$ cat config.mk
export PLATFORM = sky130hd
export DESIGN_NAME = alarm_entry
export DESIGN_NICKNAME = d
export VERILOG_FILES = /design/src/rtl/time_pkg.sv /design/src/rtl/bcd_field_inc.sv /design/src/rtl/alarm_entry.sv
export SDC_FILE = /design/constraint.sdc
export NUM_CORES = 1
export LEC_CHECK = 0
export ABC_AREA = 1
export BUFFER_PORTS_ARGS = -buffer_cell sky130_fd_sc_hd__buf_2
export CORE_MARGIN = 2
export CORE_UTILIZATION = 29
export DETAILED_ROUTE_END_ITERATION = 10
export PLACE_DENSITY = 0.51
export RECOVER_POWER = 100
export SYNTH_ARGS = -nofsm -noshare
export SYNTH_HDL_FRONTEND = slang
export SYNTH_HIERARCHICAL = 1
export SYNTH_SLANG_ARGS = --single-unit
$ cat constraint.sdc
create_clock -name clk -period 2 [get_ports clk]
set_input_delay 0.1 -clock clk [delete_from_list [all_inputs] [get_ports clk]]
set_output_delay 0.1 -clock clk [all_outputs]
set_load 0.1 [all_outputs]
$ cat src/rtl/time_pkg.sv
`default_nettype none
// ============================================================================
// Module   : time_pkg
// Purpose  : Shared definitions for the alarm/time path: BCD field widths,
//            packed-time layout, entry FSM states, field codes and defaults.
// Revision : 1.0 - initial release
// ============================================================================
package time_pkg;

    // Width of each BCD digit field in the packed time word
    localparam int HR_T_W = 2;
    localparam int HR_U_W = 4;
    localparam int MN_T_W = 3;
    localparam int MN_U_W = 4;
    localparam int SC_T_W = 3;
    localparam int SC_U_W = 4;
    localparam int TIME_W = HR_T_W + HR_U_W + MN_T_W + MN_U_W + SC_T_W + SC_U_W;

    // Bit offsets of each digit within the packed time word
    localparam int SC_U_OFF = 0;
    localparam int SC_T_OFF = SC_U_OFF + SC_U_W;
    localparam int MN_U_OFF = SC_T_OFF + SC_T_W;
    localparam int MN_T_OFF = MN_U_OFF + MN_U_W;
    localparam int HR_U_OFF = MN_T_OFF + MN_T_W;
    localparam int HR_T_OFF = HR_U_OFF + HR_U_W;

    // Alarm-entry state machine encoding
    typedef enum logic [2:0] {
        ST_IDLE   = 3'd0,
        ST_HOUR   = 3'd1,
        ST_MIN    = 3'd2,
        ST_SEC    = 3'd3,
        ST_AMPM   = 3'd4,
        ST_COMMIT = 3'd5
    } entry_state_t;

    // Field codes presented on the display-blink hint
    localparam logic [1:0] FIELD_HOUR = 2'd0;
    localparam logic [1:0] FIELD_MIN  = 2'd1;
    localparam logic [1:0] FIELD_SEC  = 2'd2;
    localparam logic [1:0] FIELD_AMPM = 2'd3;

    // Starting hour for a fresh edit: 12 in 12h mode, 00 in 24h mode
    localparam logic [HR_T_W-1:0] HR_T_DEF_12H = 2'd1;
    localparam logic [HR_U_W-1:0] HR_U_DEF_12H = 4'd2;
    localparam logic [HR_T_W-1:0] HR_T_DEF_24H = 2'd0;
    localparam logic [HR_U_W-1:0] HR_U_DEF_24H = 4'd0;

    // Hour bounds per mode (inclusive)
    localparam logic [HR_T_W-1:0] HR_T_MIN_12H = 2'd0;
    localparam logic [HR_U_W-1:0] HR_U_MIN_12H = 4'd1;
    localparam logic [HR_T_W-1:0] HR_T_MAX_12H = 2'd1;
    localparam logic [HR_U_W-1:0] HR_U_MAX_12H = 4'd2;
    localparam logic [HR_T_W-1:0] HR_T_MIN_24H = 2'd0;
    localparam logic [HR_U_W-1:0] HR_U_MIN_24H = 4'd0;
    localparam logic [HR_T_W-1:0] HR_T_MAX_24H = 2'd2;
    localparam logic [HR_U_W-1:0] HR_U_MAX_24H = 4'd3;

    // Minute/second bounds: 00..59
    localparam logic [MN_T_W-1:0] MS_T_MIN = 3'd0;
    localparam logic [MN_U_W-1:0] MS_U_MIN = 4'd0;
    localparam logic [MN_T_W-1:0] MS_T_MAX = 3'd5;
    localparam logic [MN_U_W-1:0] MS_U_MAX = 4'd9;

    // Assemble the packed BCD time word from its six digits
    function automatic logic [TIME_W-1:0] pack_time(
        input logic [HR_T_W-1:0] hr_t,
        input logic [HR_U_W-1:0] hr_u,
        input logic [MN_T_W-1:0] mn_t,
        input logic [MN_U_W-1:0] mn_u,
        input logic [SC_T_W-1:0] sc_t,
        input logic [SC_U_W-1:0] sc_u
    );
        return {hr_t, hr_u, mn_t, mn_u, sc_t, sc_u};
    endfunction

endpackage
`default_nettype wire

$ cat src/rtl/bcd_field_inc.sv
`default_nettype none
// ============================================================================
// Module   : bcd_field_inc
// Purpose  : Combinational next value of a tens/units BCD pair, wrapping from
//            the max bound back to the min bound.
// Revision : 1.0 - initial release
// ============================================================================
module bcd_field_inc #(
    parameter int T_W = 3,
    parameter int U_W = 4
) (
    input  logic [T_W-1:0] tens_in,
    input  logic [U_W-1:0] units_in,
    input  logic [T_W-1:0] min_t,
    input  logic [U_W-1:0] min_u,
    input  logic [T_W-1:0] max_t,
    input  logic [U_W-1:0] max_u,
    output logic [T_W-1:0] tens_out,
    output logic [U_W-1:0] units_out
);

    // Wrap at the upper bound, otherwise a decimal increment with units carry
    always_comb begin
        tens_out  = tens_in;
        units_out = units_in + U_W'(1);
        if ((tens_in == max_t) && (units_in == max_u)) begin
            tens_out  = min_t;
            units_out = min_u;
        end else if (units_in == U_W'(9)) begin
            tens_out  = tens_in + T_W'(1);
            units_out = '0;
        end
    end

endmodule
`default_nettype wire

$ cat src/rtl/alarm_entry.sv
`default_nettype none
// ============================================================================
// Module   : alarm_entry
// Purpose  : Two-button alarm programmer. Steps through hour/min/sec (and
//            AM/PM in 12h mode), then presents the committed alarm with a
//            one-cycle set_alarm strobe.
// Revision : 1.0 - initial release
// ============================================================================
module alarm_entry
    import time_pkg::*;
#(
    parameter int ALARM_ID_W = 2
) (
    input  logic                  clk,
    input  logic                  rst,
    input  logic                  mode12h,
    input  logic                  edit_en,
    input  logic                  button1,
    input  logic                  button2,
    input  logic [ALARM_ID_W-1:0] slot_in,
    output logic [TIME_W-1:0]     stime_alarm,
    output logic                  sam_pm,
    output logic                  set_alarm,
    output logic [ALARM_ID_W-1:0] alarm_id,
    output logic                  editing,
    output logic [1:0]            field
);

    entry_state_t state, state_next;

    // Edge-detect pipeline: first stage is the sampled level, second the history
    logic en_q, en_q2, b1_q, b1_q2, b2_q, b2_q2;
    logic en_rise, b1_rise, b2_rise;

    // Working registers for the alarm being edited
    logic [HR_T_W-1:0]     hr_t;
    logic [HR_U_W-1:0]     hr_u;
    logic [MN_T_W-1:0]     mn_t;
    logic [MN_U_W-1:0]     mn_u;
    logic [SC_T_W-1:0]     sc_t;
    logic [SC_U_W-1:0]     sc_u;
    logic                  pm;
    logic                  mode_l;
    logic [ALARM_ID_W-1:0] slot_l;

    // FSM control strobes
    logic load_defaults, inc_hr, inc_mn, inc_sc, toggle_pm, load_out;

    // Candidate next values from the BCD incrementers
    logic [HR_T_W-1:0] hr12_t, hr24_t;
    logic [HR_U_W-1:0] hr12_u, hr24_u;
    logic [MN_T_W-1:0] mn_t_nx;
    logic [MN_U_W-1:0] mn_u_nx;
    logic [SC_T_W-1:0] sc_t_nx;
    logic [SC_U_W-1:0] sc_u_nx;

    assign en_rise = en_q & ~en_q2;
    assign b1_rise = b1_q & ~b1_q2;
    assign b2_rise = b2_q & ~b2_q2;

    bcd_field_inc #(.T_W(HR_T_W), .U_W(HR_U_W)) u_hr12_inc (
        .tens_in (hr_t),         .units_in (hr_u),
        .min_t   (HR_T_MIN_12H), .min_u    (HR_U_MIN_12H),
        .max_t   (HR_T_MAX_12H), .max_u    (HR_U_MAX_12H),
        .tens_out(hr12_t),       .units_out(hr12_u)
    );

    bcd_field_inc #(.T_W(HR_T_W), .U_W(HR_U_W)) u_hr24_inc (
        .tens_in (hr_t),         .units_in (hr_u),
        .min_t   (HR_T_MIN_24H), .min_u    (HR_U_MIN_24H),
        .max_t   (HR_T_MAX_24H), .max_u    (HR_U_MAX_24H),
        .tens_out(hr24_t),       .units_out(hr24_u)
    );

    bcd_field_inc #(.T_W(MN_T_W), .U_W(MN_U_W)) u_mn_inc (
        .tens_in (mn_t),     .units_in (mn_u),
        .min_t   (MS_T_MIN), .min_u    (MS_U_MIN),
        .max_t   (MS_T_MAX), .max_u    (MS_U_MAX),
        .tens_out(mn_t_nx),  .units_out(mn_u_nx)
    );

    bcd_field_inc #(.T_W(SC_T_W), .U_W(SC_U_W)) u_sc_inc (
        .tens_in (sc_t),     .units_in (sc_u),
        .min_t   (MS_T_MIN), .min_u    (MS_U_MIN),
        .max_t   (MS_T_MAX), .max_u    (MS_U_MAX),
        .tens_out(sc_t_nx),  .units_out(sc_u_nx)
    );

    // Two-stage sampling of the control inputs for rising-edge detection
    always_ff @(posedge clk) begin
        if (!rst) begin
            en_q  <= 1'b0;
            en_q2 <= 1'b0;
            b1_q  <= 1'b0;
            b1_q2 <= 1'b0;
            b2_q  <= 1'b0;
            b2_q2 <= 1'b0;
        end else begin
            en_q  <= edit_en;
            en_q2 <= en_q;
            b1_q  <= button1;
            b1_q2 <= b1_q;
            b2_q  <= button2;
            b2_q2 <= b2_q;
        end
    end

    // State register
    always_ff @(posedge clk) begin
        if (!rst) begin
            state <= ST_IDLE;
        end else begin
            state <= state_next;
        end
    end

    // Next-state decode and per-state outputs; abort beats advance beats increment
    always_comb begin
        state_next    = state;
        load_defaults = 1'b0;
        inc_hr        = 1'b0;
        inc_mn        = 1'b0;
        inc_sc        = 1'b0;
        toggle_pm     = 1'b0;
        load_out      = 1'b0;
        editing       = 1'b0;
        field         = FIELD_HOUR;
        set_alarm     = 1'b0;
        case (state)
            ST_IDLE: begin
                if (en_rise) begin
                    state_next    = ST_HOUR;
                    load_defaults = 1'b1;
                end
            end
            ST_HOUR: begin
                editing = 1'b1;
                field   = FIELD_HOUR;
                if (!en_q) begin
                    state_next = ST_IDLE;
                end else if (b1_rise) begin
                    state_next = ST_MIN;
                end else if (b2_rise) begin
                    inc_hr = 1'b1;
                end
            end
            ST_MIN: begin
                editing = 1'b1;
                field   = FIELD_MIN;
                if (!en_q) begin
                    state_next = ST_IDLE;
                end else if (b1_rise) begin
                    state_next = ST_SEC;
                end else if (b2_rise) begin
                    inc_mn = 1'b1;
                end
            end
            ST_SEC: begin
                editing = 1'b1;
                field   = FIELD_SEC;
                if (!en_q) begin
                    state_next = ST_IDLE;
                end else if (b1_rise) begin
                    if (mode_l) begin
                        state_next = ST_AMPM;
                    end else begin
                        state_next = ST_COMMIT;
                        load_out   = 1'b1;
                    end
                end else if (b2_rise) begin
                    inc_sc = 1'b1;
                end
            end
            ST_AMPM: begin
                editing = 1'b1;
                field   = FIELD_AMPM;
                if (!en_q) begin
                    state_next = ST_IDLE;
                end else if (b1_rise) begin
                    state_next = ST_COMMIT;
                    load_out   = 1'b1;
                end else if (b2_rise) begin
                    toggle_pm = 1'b1;
                end
            end
            ST_COMMIT: begin
                set_alarm  = 1'b1;
                state_next = ST_IDLE;
            end
            default: begin
                state_next = ST_IDLE;
            end
        endcase
    end

    // Working registers: loaded with mode defaults at edit entry, then stepped by button2
    always_ff @(posedge clk) begin
        if (!rst) begin
            hr_t   <= '0;
            hr_u   <= '0;
            mn_t   <= '0;
            mn_u   <= '0;
            sc_t   <= '0;
            sc_u   <= '0;
            pm     <= 1'b0;
            mode_l <= 1'b0;
            slot_l <= '0;
        end else if (load_defaults) begin
            mode_l <= mode12h;
            slot_l <= slot_in;
            hr_t   <= mode12h ? HR_T_DEF_12H : HR_T_DEF_24H;
            hr_u   <= mode12h ? HR_U_DEF_12H : HR_U_DEF_24H;
            mn_t   <= '0;
            mn_u   <= '0;
            sc_t   <= '0;
            sc_u   <= '0;
            pm     <= 1'b0;
        end else begin
            if (inc_hr) begin
                hr_t <= mode_l ? hr12_t : hr24_t;
                hr_u <= mode_l ? hr12_u : hr24_u;
            end
            if (inc_mn) begin
                mn_t <= mn_t_nx;
                mn_u <= mn_u_nx;
            end
            if (inc_sc) begin
                sc_t <= sc_t_nx;
                sc_u <= sc_u_nx;
            end
            if (toggle_pm) begin
                pm <= ~pm;
            end
        end
    end

    // Committed alarm outputs, updated on the edge that enters COMMIT and held otherwise
    always_ff @(posedge clk) begin
        if (!rst) begin
            stime_alarm <= '0;
            sam_pm      <= 1'b0;
            alarm_id    <= '0;
        end else if (load_out) begin
            stime_alarm <= pack_time(hr_t, hr_u, mn_t, mn_u, sc_t, sc_u);
            sam_pm      <= pm & mode_l;
            alarm_id    <= slot_l;
        end
    end

endmodule
`default_nettype wire

# Word level (Yosys, flattened, before mapping)
# Index checks and enable logic that the tools add are counted.
# totals
wordCells,117
register_bits,56
inputBits,8
output_inout_bits,27
# classes
mux,51
bitwise_logic,9
add_sub_neg,6
reduce_logical,13
n_eq_ne,19
# ops
operator,n
$mux W4,10
$mux W3,13
$mux W1,18
$pmux W3 S5,1
$mux W2,7
$add A4 B1 Y4 const B,3
$eq A3 B3 Y1 const B,4
$eq A4 B4 Y1 const B,3
$ne A3 B3 Y1 const B,4
$eq A4 B2 Y1 const B,2
$add A3 B1 Y3 const B,2
$eq A3 B2 Y1 const B,2
$pmux W2 S3,1
$reduce_bool A2 Y1,3
$not A1 Y1,5
$reduce_and A5 Y1,1
$and A1 B1 Y1,4
$logic_and A1 B1 Y1,4
$reduce_and A2 Y1,2
$reduce_or A4 Y1,1
$eq A3 B1 Y1 const B,1
$logic_not A3 Y1,1
$add A2 B1 Y2 const B,1
$eq A2 B1 Y1 const B,1
other kinds (4),4

# Logic depth before layout (Yosys ltp)
# depth
word_depth,8
ltp_mapped,13
ltp_nobuf,13

# Hierarchy
# The synthesis kept the hierarchy.
# by_module_without_submodules
module,cells_per_inst,instances,area_per_inst_um2,seq_area_each_um2
alarm_entry,309,1,2272.2,1121.1
bcd_field_inc (u_mn_inc ...),77,2,444.2,0.0
bcd_field_inc (u_hr12_inc ...),72,2,395.4,0.0

# Worst setup path after synthesis
# OpenSTA, ideal clock, no wires.
# synth_timing
path_type,reg-to-output
startpoint,register state[2]
endpoint,output set_alarm
path_buffers,0
t_arrival_ns,2.535
slack_ns,-0.635
path_stages_with_launch,3
required_time_ns,1.900
cell_sequence,dfxtp_1 inv_2 nor3_1
# synth_via
elab_chain_len,2
# synth_rtl
element,line,rtl
"start, declared",alarm_entry.sv:29,"entry_state_t state, state_next;"
"start signal, assigned",alarm_entry.sv:113,state <= state_next;
$eq A3 B3 Y1,alarm_entry.sv:129,case (state)
$mux W1,alarm_entry.sv:129,
"end, declared",alarm_entry.sv:23,"output logic set_alarm,"
# No other way between the ends.

# Worst setup path in the final report
# layout_timing
startpoint,register hr_u[1]
endpoint,register hr_u[2]
# layout_via
elab_chain_len,6
elab_cells_between_ends,12
cone_classes,1 x add/sub; 3 x eq/ne; 6 x mux; 2 x reduce/logical
# layout_rtl
element,line,rtl
"start, declared",alarm_entry.sv:37,logic [HR_U_W-1:0] hr_u;
"start signal, assigned",alarm_entry.sv:212,hr_u <= mode12h ? HR_U_DEF_12H : HR_U_DEF_24H;
"start signal, assigned",alarm_entry.sv:221,hr_u <= mode_l ? hr12_u : hr24_u;
"$add A4 B1 Y4, or another cell as far along",bcd_field_inc.sv:25,units_out = units_in + U_W'(1);
$mux W4 / $logic_and A1 B1 Y1 (equally long branches),"bcd_field_inc.sv:29, bcd_field_inc.sv:26",
$mux W4 *,bcd_field_inc.sv:26,if ((tens_in == max_t) && (units_in == max_u)) begin
via hr12_u[2],alarm_entry.sv:51,"logic [HR_U_W-1:0] hr12_u, hr24_u;"
$mux W4 *,alarm_entry.sv:221,
$mux W4 *,alarm_entry.sv:219,if (inc_hr) begin
$mux W4 *,alarm_entry.sv:208,end else if (load_defaults) begin
# Mark *: on every way through the listed nets, which the timed path passes. The rest lies on a longest branch. The select of a mux whose other input is x is not followed.
# A chain may end at the register's enable or synchronous reset.

==> run_results.csv <==
group,metric,value,unit
sta,fin_crit_sh,89.5,%
global_routing,grt-ovfl-total,0,
synth,seq_area_frac_synth,28.4,%
global_routing,antenna_found_initial,0,
worst_hold_path,hold_class,"primary input to flop",
floorplanning,die_area,14600,um^2
sta,slew_viol_final,0,
clocking,cts.sinks,56,
worst_setup_path,critPathKind,"flop to flop",
synth,synthCells,607,
worst_setup_path,critical-path-slowest-cell,"dfxtp_1",
floorplanning,initial_utilization,29.7,%
synth,synth-edff-count,0,
worst_hold_path,hold_depth,3,
clocking,insertion_delay,300,ps
clocking,cts_buffers,5,
worst_setup_path,cp_max_fo,12,
sta,setup_viol,0,
synth,synthTopCellsByArea,"dfxtp_1 28%, nand2_1 18%, nor2_1 6.9%",
synth,synth-seq-cells,56,
sta,fin_skew,5.74,ps
detailed_routing,detail-route-antenna-nets,0,
final_layout,layout-drive-gt1-share,16.0,%
worst_setup_path,critPathMaxStageDelay,630,ps
pwr,power_density,665,nW/um^2
sta,tns,0,ps
detailed_routing,drt-pass1-iter-count,4,
outcome,status,"finished clean",
clocking,cts_root_buf,"clkbuf_16",
floorplanning,die_x,121,um
placement,routabilityCongestion,0.869,
worst_hold_path,min_to,"slot_l[1]$_SDFFE_PN0P_",
global_routing,grt_pass1_wl,16.4,mm
synth,synthDominantCellAreaShare,28.4,%
synth,syn_avg_cell_area,6.51,um^2
synth,syn_area,3950,um^2
clocking,cts_tree,"yes",
final_layout,seq_area,1120,um^2
floorplanning,ios,35,
run,cap_violations,0,
clocking,cts.path.max_buffers,2,
final_layout,n_fill_cell,1478,
global_routing,grt_max_degree,29,
detailed_routing,viasPerCell,4.21,
synth,synth-main-ff-cell,"dfxtp_1",
floorplanning,rows,42,
final_layout,fin_nets,732,
synth,async_flop_share,0,%
worst_setup_path,r2r_end,"hr_u[2]$_SDFFE_PN0P_",
pwr,leakage,2.34,nW
worst_setup_path,reg2regPathDepth,10,
final_layout,syn2layout_area_growth,20.5,%
synth,ys_types,31,
detailed_routing,vias,3787,
synth,synth_common_cells,"185 x nand2_1, 73 x nor2_1, 56 x dfxtp_1",
placement,io_buffers,34,
final_layout,finish.instance_area,4760,um^2
clocking,clk_pin_slew_worst_paths,70,ps
worst_setup_path,cp.arrival,1990,ps
sta,min_period,1790,ps
sta,max_freq,559,MHz
worst_setup_path,crit_start,"hr_u[1]$_SDFFE_PN0P_",
worst_setup_path,cp-end-kind,"flop",
sta,hold_violations,0,
synth,yosysMostFrequentCell,"nand2_1",
sta,fin_hold_ws,32.8,ps
final_layout,n_antenna_cell,0,
placement,place_area,4620,um^2
pwr,ir_drop,0.000387,V
detailed_routing,routed_wl,9.41,mm
worst_setup_path,path_common_cell,"nand2_1",
sta,worst_pin_slew,1200,ps
worst_hold_path,worstHoldStart,"slot_in[1]",
sta,slew_headroom,20.1,%
worst_setup_path,critPathLaunchType,"flop",
final_layout,multiInputGateArea,2730,um^2
final_layout,utilization,35.8,%
synth,yosys.area.top_type,"dfxtp_1",
sta,rsz0062_at_grt,"no",
worst_setup_path,r2r_slack,210,ps
floorplanning,die_h,121,um
worst_setup_path,crit_chain,"inv_2 > nand2_1 > nand2_2 > nor2_8 > nand3_4 > nand2_1 > nand2_1 > mux2_2 > nor2_1 > nor2_1",
detailed_routing,drc,0,
worst_setup_path,cp_data_required_time,2200,ps
global_routing,grtUsageTotal,13.9,%
synth,synth_warnings,6,
clocking,postCtsSetupBuffers,0,
clocking,cts_htree_levels,2,
detailed_routing,wire_per_inst,10.5,um
placement,dp_hpwl,7.17,mm
floorplanning,coreArea,13300,um^2
global_routing,grt_pass1_vias,3534,
detailed_routing,first_iter_violations,157,
worst_setup_path,worstReg2RegStart,"hr_u[1]$_SDFFE_PN0P_",
worst max-delay path by stage:
stage                                end  slack (ps)  cells past startpoint
floorplan                      set_alarm         230                      2
global placement    hr_u[3]$_SDFFE_PN0P_         250                     10
detailed placement  hr_u[2]$_SDFFE_PN0P_         240                     10
CTS                 hr_u[3]$_SDFFE_PN0P_         230                     10
global route        hr_t[0]$_SDFFE_PN0P_          30                     13
finish              hr_u[2]$_SDFFE_PN0P_         210                     10
sequential cells by signal, summed over array words and instances, names as in the netlist, 2 cells and up:
register     flops
hr_u             4
hr_t             2
sc_t             3
stime_alarm     20
alarm_id         2
slot_l           2
mn_t             3
state            3
sc_u             4
mn_u             4
what timing repair did:
item / CTS / global route
hold endpoints to repair: 3 / 0
hold buffers: 3 / 0
gates resized for setup: 0 / 0
layout make-up:
cell class | count | share of cell area, %
multi-input cells | 536 | 57.3
inverters | 78 | 6.15
clock inverters | 2 | 0.736
clock buffers | 6 | 2.71
flip-flops and latches | 56 | 23.6
well taps | 176 | 4.63
repair buffers | 45 | 4.94
metal layers:
layer / up-vias / wire length [um] / track usage (%)
li1: 2055 / - / -
met3: 9 / 240 / 1.79
met1: 1675 / 4640 / 18.2
met4: 0 / 141 / 5.45
met5: - / 0 / 0
met2: 48 / 4380 / 23.1
power by group:
part	switching, mW	internal [mW]	total (mW)
Sequential	0.0648	1.16	1.23
Combinational	0.687	0.246	0.933
Clock	0.414	0.590	1.00
cells by family (layout without fill, tap and decap cells):
group	count (synthesis)	after routing	synth area share, %
AO/OA/AOI/OAI	78	78	10.4
XOR/XNOR	8	8	2.15
adder cells (fa/ha/maj)	2	2	0.633
buffers and inverters	89	131	9.40
flip-flops	56	56	28.4
multiplexers	4	4	1.14
other	2	76	0.190
AND/OR/NAND/NOR	368	368	47.7
critical path, delay by kind of cell (launching register included):
family,cells,cell delay [ps]
mux,1,270
flops,1,630
buf+inv,1,80
simple gates,8,710
through the flow:
step / worst slack [ps] / power [mW] / std cells
6_report: 211 / 3.17 / 899
5_1_grt: 27.8 / 3.36 / 899
4_1_cts: 228 / 3.22 / 899
3_5_place_dp: 241 / 2.20 / 888
3_3_place_gp: 247 / 2.19 / 888
2_1_floorplan: 227 / 2.04 / 681
layout by cell type (no fill, tap or decap), types with 3 or more instances in the layout:
master	instances
nand2_4	10
buf_4	4
o21ai_0	38
nor2_1	74
xor2_1	4
nand3_1	21
clkbuf_1	27
clkbuf_2	4
buf_2	6
o21ai_1	10
nor2_4	7
inv_1	56
a21oi_1	22
nor2_8	8
o21bai_1	8
nand3_4	5
nor2_2	5
nand4_1	17
mux2_2	4
inv_2	22
nor3_1	3
dfxtp_1	56
conb_1	76
dlygate4sd3_1	3
nand2_2	28
nand2_1	188
clkbuf_16	5
Power figures use the tool's default switching activity.
